$ cat config.mk
export PLATFORM = sky130hd
export DESIGN_NAME = count_ctrl
export DESIGN_NICKNAME = d
export VERILOG_FILES = /design/src/rtl/count_ctrl.sv
export SDC_FILE = /design/constraint.sdc
export NUM_CORES = 1
export LEC_CHECK = 0
export ABC_AREA = 0
export CAP_MARGIN = 15
export CELL_PAD_IN_SITES_DETAIL_PLACEMENT = 1
export CELL_PAD_IN_SITES_GLOBAL_PLACEMENT = 1
export CORE_AREA = 2 2 106 108
export DETAILED_ROUTE_END_ITERATION = 8
export DIE_AREA = 0 0 108 110
export PLACE_DENSITY_LB_ADDON = 0.2
export SLEW_MARGIN = 30
export SYNTH_ARGS = -nofsm -noshare
export SYNTH_HDL_FRONTEND = slang
export SYNTH_SLANG_ARGS = --single-unit
$ cat constraint.sdc
create_clock -name clk -period 2.3 [get_ports clk]
set_clock_uncertainty 0.2 [all_clocks]
set_input_delay 0.23 -clock clk [delete_from_list [all_inputs] [get_ports clk]]
set_output_delay 0.23 -clock clk [all_outputs]
set_load 0.02 [all_outputs]
$ cat src/rtl/count_ctrl.sv
// count_ctrl: command-driven sequencer around a WIDTH-bit up-counter.
// Commands START/STOP/RESUME/CLEAR arrive on a valid/ready handshake.
// The block counts from 0 to a programmable terminal count in one-shot
// or periodic mode, and emits a registered one-cycle match pulse.
module count_ctrl #(
  parameter int WIDTH = 32
) (
  input  logic             clk,
  input  logic             rst,
  input  logic             cmd_valid,
  output logic             cmd_ready,
  input  logic [1:0]       cmd_op,
  input  logic [WIDTH-1:0] cmd_data,
  input  logic             cmd_periodic,
  output logic [WIDTH-1:0] cnt,
  output logic             running,
  output logic             done,
  output logic             match,
  output logic [1:0]       dbg_state
);

  // Handshake: a command is accepted at a rising edge when cmd_valid and
  // cmd_ready are both high. cmd_ready is registered and drops for exactly
  // one cycle after every accept, so at most one command lands every two
  // cycles. The host must hold cmd_valid and the payload until accepted.

  typedef enum logic [1:0] {
    S_IDLE = 2'd0,
    S_RUN  = 2'd1,
    S_HOLD = 2'd2,
    S_DONE = 2'd3
  } state_t;

  localparam logic [1:0] OP_START  = 2'b00;
  localparam logic [1:0] OP_STOP   = 2'b01;
  localparam logic [1:0] OP_RESUME = 2'b10;
  localparam logic [1:0] OP_CLEAR  = 2'b11;

  state_t           r_state;
  logic [WIDTH-1:0] r_cnt;
  logic [WIDTH-1:0] r_limit;
  logic             r_periodic;
  logic             r_match;
  logic             r_ready;

  logic w_accept;
  logic w_at_limit;

  assign w_accept   = cmd_valid && r_ready;
  assign w_at_limit = (r_cnt == r_limit);

  // Single FSM: commands take precedence over counting at the same edge.
  always_ff @(posedge clk) begin
    if (rst) begin
      r_state    <= S_IDLE;
      r_cnt      <= '0;
      r_limit    <= '0;
      r_periodic <= 1'b0;
      r_match    <= 1'b0;
      r_ready    <= 1'b1;
    end else begin
      r_match <= 1'b0;
      if (w_accept) begin
        r_ready <= 1'b0;
        case (cmd_op)
          OP_START: begin
            r_limit    <= cmd_data;
            r_periodic <= cmd_periodic;
            r_cnt      <= '0;
            r_state    <= S_RUN;
          end
          OP_STOP: begin
            if (r_state == S_RUN) r_state <= S_HOLD;
          end
          OP_RESUME: begin
            if (r_state == S_HOLD) r_state <= S_RUN;
          end
          default: begin
            r_cnt   <= '0;
            r_state <= S_IDLE;
          end
        endcase
      end else begin
        r_ready <= 1'b1;
        if (r_state == S_RUN) begin
          if (w_at_limit) begin
            r_match <= 1'b1;
            if (r_periodic) begin
              r_cnt <= '0;
            end else begin
              r_state <= S_DONE;
            end
          end else begin
            r_cnt <= r_cnt + 1'b1;
          end
        end
      end
    end
  end

  assign cmd_ready = r_ready;
  assign cnt       = r_cnt;
  assign match     = r_match;
  assign running   = (r_state == S_RUN);
  assign done      = (r_state == S_DONE);
  assign dbg_state = r_state;

endmodule

==> results <==
-- worst min-delay path: cells and delay by family --
kind / cells / cell delay [ns]
simple gates: 1 / 0.05
buf+inv: 1 / 0.40
compound gates: 1 / 0.05
-- area by class of cell --
class / count / area (um2)
multi-input combinational: 328 / 2175
timing repair buffer: 174 / 1554
sequential: 69 / 1434
fill: 1273 / 5097
tap: 140 / 175.2
clock inverter: 5 / 80.08
clock buffer: 11 / 152.6
inverter: 8 / 30.03
-- through the flow --
stage          cells  area, um2  setup TNS, ns    util  power [mW]
6_report         735       5600        -0.1145  0.5235       2.954
5_1_grt          735       5600         -2.405  0.5235       3.063
4_1_cts          731       5411        -0.3688  0.5058       2.938
3_5_place_dp     703       5039         -4.609  0.4710       1.736
3_3_place_gp     703       5039         -3.685  0.4710       1.724
2_1_floorplan    430       3621       -0.01680       -       1.480
-- worst paths after layout --
kind	endpoint	slack [ns]	depth (start not counted)	start
worst max-delay path	cnt[29]	-0.03	7	cnt[11]
worst min-delay path	r_limit[16]	0.22	3	cmd_data[16]
worst max register to register	cnt[29]	-0.03	7	cnt[11]
worst min register to register	r_limit[23]	0.27	2	r_limit[23]
-- where the power goes --
group          internal [mW]  total, mW  switching (mW)
Sequential              1.21       1.24          0.0243
Combinational          0.281      0.556           0.275
Clock                  0.678       1.16           0.485
-- synthesized netlist by cell type, drive strengths merged (7+ instances only) --
library cell	n
clkbuf	19
nand3	12
and3	20
a221o	18
buf	7
a21oi	39
inv	8
nor2	22
nand2	98
dfxtp	69
nand4	17
a31oi	11
xnor2	32
-- state kept, by name, summed over array words and instances (netlist names) --
| register | flops |
|---|---|
| cmd_ready | 1 |
| r_periodic | 1 |
| r_limit | 32 |
| dbg_state | 2 |
| match | 1 |
| cnt | 32 |
-- routing by layer --
metal / share of wire / GRT usage / wire, um / up-vias
li1: - / - / - / 1851
met1: 0.46 / 0.2896 / 6057 / 1890
met2: 0.49 / 0.3580 / 6507 / 71
met3: 0.044 / 0.03704 / 587 / 11
met4: 0.0096 / 0.06593 / 128 / 0
met5: 0 / 0 / 0 / -
-- timing repair --
action,4_1_cts,5_1_grt
hold buffers,0,0
resized for setup,12,37
cloned,0,1
endpoints found under the setup margin,29,32
pin swaps,8,20
setup buffers,12,4
-- kinds of logic (layout without fill, tap and decap cells) --
logic type                 Yosys count  after routing  share of synthesized area
AOI/OAI and AO/OA                   88             89                     0.1753
xor gates and xnor gates            32             32                    0.07898
adders and majority gates            4              4                    0.01410
buffers and inverters               34            198                    0.05501
DFF                                 69             69                     0.3893
muxes                                1              1                   0.002821
and+or+nand+nor                    202            202                     0.2846
==> results.py <==
metrics = {
    "die": {
        "core_area_um2": 10700,
        "rows": 38,
        "io-pin-count": 76,
        "die_y_um": 110,
        "initial_core_util": 0.3317,
        "dieArea_um2": 11880,
        "die_x_um": 108,
    },
    "synthesis": {
        "ys_ff_latch": 69,
        "syn_avg_cell_area_um2": 8.252,
        "async_flop_share": 0,
        "synth_cells": 430,
        "synth_largest_area_cell": "dfxtp_1",
        "syn_nets": 472,
        "ys_seq_area_frac": 0.3893,
        "synth.area.top_cells": "dfxtp_1 (39%), nand2_1 (10%), xnor2_1 (7.9%)",
        "synth_edf_count": 0,
        "yosys_warnings": 0,
        "synth_flop_cell": "dfxtp_1",
        "netlist_area_um2": 3548,
        "synth_cell_type_count": 55,
        "synth.top_cell.area_share": 0.3893,
    },
    "global_routing": {
        "overflow": 0,
        "grt_pass1_vias": 3727,
        "antenna_found_initial": 0,
        "grt_pass1_wl_um": 19440,
        "grt_usage": 0.2164,
        "grt_max_degree": 38,
    },
    "critical_path": {
        "critPathLaunchType": "flip-flop",
        "critPathMaxStageDelay_ns": 0.45,
        "critPathCaptureType": "flip-flop",
        "critPathArrivalTime_ns": 2.38,
        "path_class": "flip-flop to flip-flop",
        "cp_top_family": "simple AND/OR/NAND/NOR gates",
        "timing.critical_path.buf_inv": 2,
        "worst_path_max_delay_cell": "or4_4",
        "worstPathCellList": "buf_6 > nand4_1 > or4_4 > buf_6 > or3_4 > o211a_1 > a221o_1",
        "path_common_cell": "buf_6",
        "critPathMaxFanout": 6,
        "worstPathRequired_ns": 2.35,
    },
    "place": {
        "dp_hpwl_um": 9615,
        "place_ws_ns": -0.2638,
        "routabilityCongestion": 0.8756,
        "io_buffers": 75,
    },
    "timing": {
        "hold_viol": 0,
        "clock.fmax_ghz": 0.4284,
        "rsz0062_at_grt": "true",
        "whs_ns": 0.2224,
        "maxSlewViolCount": 0,
        "tightest_slew_ns": 0.5034,
        "period_needed_ns": 2.334,
        "timing.slew.headroom": 0.6644,
        "finalCritPeriodShare": 1.015,
        "setup_viol": 6,
        "fin_ws_ns": -0.03442,
    },
    "power_and_ir_drop": {
        "power.density_nw_per_um2": 527.5,
        "peakVddDrop_mv": 0.3722,
        "power.leakage_nw": 2.203,
    },
    "routing": {
        "drt-total-wl_um": 13280,
        "wl_per_cell_um": 18.07,
        "vias_per_cell": 5.201,
        "vias": 3823,
        "drt_iter0_drc": 229,
        "ant_nets": 0,
        "firstDrtPassIters": 5,
        "drc": 0,
    },
    "clock_tree": {
        "cts_buffers": 9,
        "ctsHtreeMaxLevel": 3,
        "clkTransAtPathRegs_ns": 0.08,
        "root_buffer": "clkbuf_8",
        "clk_latency_ns": 0.35,
        "cts_buffer_depth": 2,
        "cts_tree": "done",
        "cts.sinks": 69,
    },
    "final_layout": {
        "area_growth_pct": 57.83,
        "final_common_cell": "nand2_1",
        "final_cell_mix": "nand2_1 (93), buf_4 (90), clkdlybuf4s50_1 (75)",
        "nNetsFinal": 632,
        "insertedDiodeCount": 0,
        "final_layout_size_suffix_gt1_frac": 0.3092,
    },
    "hold_path": {
        "worstHoldPathType": "input port to flip-flop",
    },
    "run": {
        "maxCapViolations": 0,
    },
    "status": {
        "violations": "negative setup slack",
        "status": "finished, violations left",
    },
}
No activity file was read; power rests on OpenSTA's default activity.
==> variant: new RTL, same settings <==
Change the parameter `WIDTH` from 32 to 36.
--- a/src/rtl/count_ctrl.sv
+++ b/src/rtl/count_ctrl.sv
@@ -5,3 +5,3 @@
 module count_ctrl #(
-  parameter int WIDTH = 32
+  parameter int WIDTH = 36
 ) (
Interface: changed (resized cmd_data and cnt); port bits go from 76 to 84. The function was not compared with the original's and may differ.
==> variant against the original RTL <==
  * The run still ends with negative setup slack left
  * Design area increased by 8.5%
  * First-iteration DRC count grew 78%
  * Sequential cell count is 8 higher
  * Global-route usage rose by 6.7 points
  * Largest power group unchanged
  * Via count is 22% higher
  * Routed wire length rose by 34%
  * Utilization up 4.4 points
  * Critical path depth increased by 2
  * Area after synthesis up 12%
  * Worst setup slack got worse by 210 ps
  * Power rose by 6.4%
==> variant: results (changes against the original RTL) <==
power:
  vdd_ir_drop_max_uv: 262  # was 372 µV
  leakage_nw: 2.34  # was 2.20 nW
synth:
  ys_top_cells_by_area: "dfxtp_1 (39%), nand2_1 (9.7%), a21oi_1 (9.0%)"  # was dfxtp_1 (39%), nand2_1 (10%), xnor2_1 (7.9%)
  syn_nets: 558  # was 472
  ys_seq_area_share_pct: 38.9  # about the same
  ys_top_cells_by_count: "nand2_1 (102), dfxtp_1 (77), a21oi_1 (71), xor2_1 (36), clkbuf_1 (24)"  # was nand2_1 (97), dfxtp_1 (69), a21oi_1 (39), xnor2_1 (32), nor2_1 (22)
  netlist_instances: 511  # was 430
  ys_ff_latch: 77  # was 69
  synth_xor_xnor_area_share_pct: 7.96  # was 7.90%
  ys_types: 42  # was 55
  synth-adder-area-share_pct: 1.58  # was 1.41%
status:
  violations: "negative setup slack"  # unchanged
  outcome: "finished, violations left"  # unchanged
final_layout:
  final_nets: 704  # was 632
  n_all_buffers: 168  # was 174
  fillers: 1269  # was 1273
  multi_input_area_um2: 2530  # was 2170 µm²
  nClkBuffers: 14  # was 11
  bufAreaShareNonClock_pct: 25.8  # was 27.7%
  num-multi-input-gates: 394  # was 328
  sh_seq_area_pct: 26.0  # was 25.6%
  clk_share_pct: 3.17  # was 4.16%
  drive_gt1_share_pct: 26.0  # was 30.9%
  inv_count: 7  # was 8
worst_setup_path:
  crit_path_end: "cnt[23]"  # was cnt[29]
  critPathArrivalTime_ps: 2630  # was 2380 ps
  cpMaxStageDelayCell: "dfxtp_1"  # was or4_4
  critical_path.max_stage_delay_ps: 420  # was 450 ps
  crit_fanout: 18  # was 6
  reg2regPathDepth: 9  # was 7
sta:
  worst_pin_slew_ps: 544  # was 503 ps
  setup_ws_ps: -241  # was -34.4 ps
  finalSetupViolCount: 38  # was 6
  fin_tns_setup_ps: -6670  # was -114 ps
route:
  drt_iter0_drc: 407  # was 229
  drt-total-wl_um: 17800  # was 13300 µm
placement:
  place_area_um2: 5410  # was 5040 µm²
  place_ws_ps: -228  # was -264 ps
  numPortBuffers: 83  # was 75
  gp_congestion: 0.880  # was 0.876
  dp_hpwl_um: 11100  # was 9610 µm
worst_hold_path:
  holdPathStages: 4  # was 3
global_route:
  grt_pass1_vias: 4677  # was 3727
  grt_usage_pct: 28.4  # was 21.6%
clock_network:
  clk_latency_ps: 370  # was 350 ps
die:
  die_area_um2: 11900  # unchanged
==> variant: changes by cell type in the layout (fill, tap and decap cells not counted), moves of 9 or more <==
cell / before / now
a21oi_1: 37 / 65
a221o_1: 17 / 0
and3_1: 17 / 3
buf_4: 90 / 69
dfxtp_1: 43 / 55
nand3_1: 8 / 19
nand4_1: 17 / 8
nor3_1: 1 / 10
o21ai_1: 1 / 14
xnor2_1: 24 / 0
xor2_1: 0 / 32
==> variant: worst min path at each step <==
stage                     start          end  slack, ps
finish                      rst      cnt[23]        180
floorplan           cmd_data[0]   r_limit[0]        170
global placement    r_limit[24]  r_limit[24]        260
global route                rst      cnt[21]        180
detailed placement  r_limit[30]  r_limit[30]        260
CTS                         rst      cnt[27]        110
==> variant: repair_timing <==
item / 4_1_cts / 5_1_grt
pin swaps: 14 / 12
gates resized for setup: 45 / 47
endpoints found under the setup margin: 39 / 39
gates cloned: 2 / 1
setup buffers: 11 / 2
==> variant: power breakdown <==
part	internal, mW	leakage, nW	total (mW)	switching [mW]
clock network	0.558	0.0968	1.07	0.512
registers	1.35	0.636	1.38	0.0254
logic	0.313	1.61	0.694	0.381
total	2.22	2.34	3.14	0.919
==> variant: cell families after synthesis <==
logic type	after synthesis
AO/OA/AOI/OAI	118
XOR/XNOR	36
adder cells (fa/ha/maj)	5
flip-flops	77
buffers and inverters	40
AND/OR/NAND/NOR	235
==> variant: worst reg2reg max path, stage by stage (launching register included) <==
cell,delay (ps)
dfxtp_1,420
xor2_1,120
nor4_2,380
nand4_1,180
buf_6,170
nor4_4,280
o22a_4,260
buf_16,180
a32oi_1,140
o21ai_1,140
==> variant: routing by layer <==
layer,vias to the layer above,track usage [%],share of wire [%]
met1,2259,37.0,42
li1,2095,-,-
met3,61,4.41,6.9
met2,239,47.2,47
met5,-,0,0
met4,0,11.4,4.2
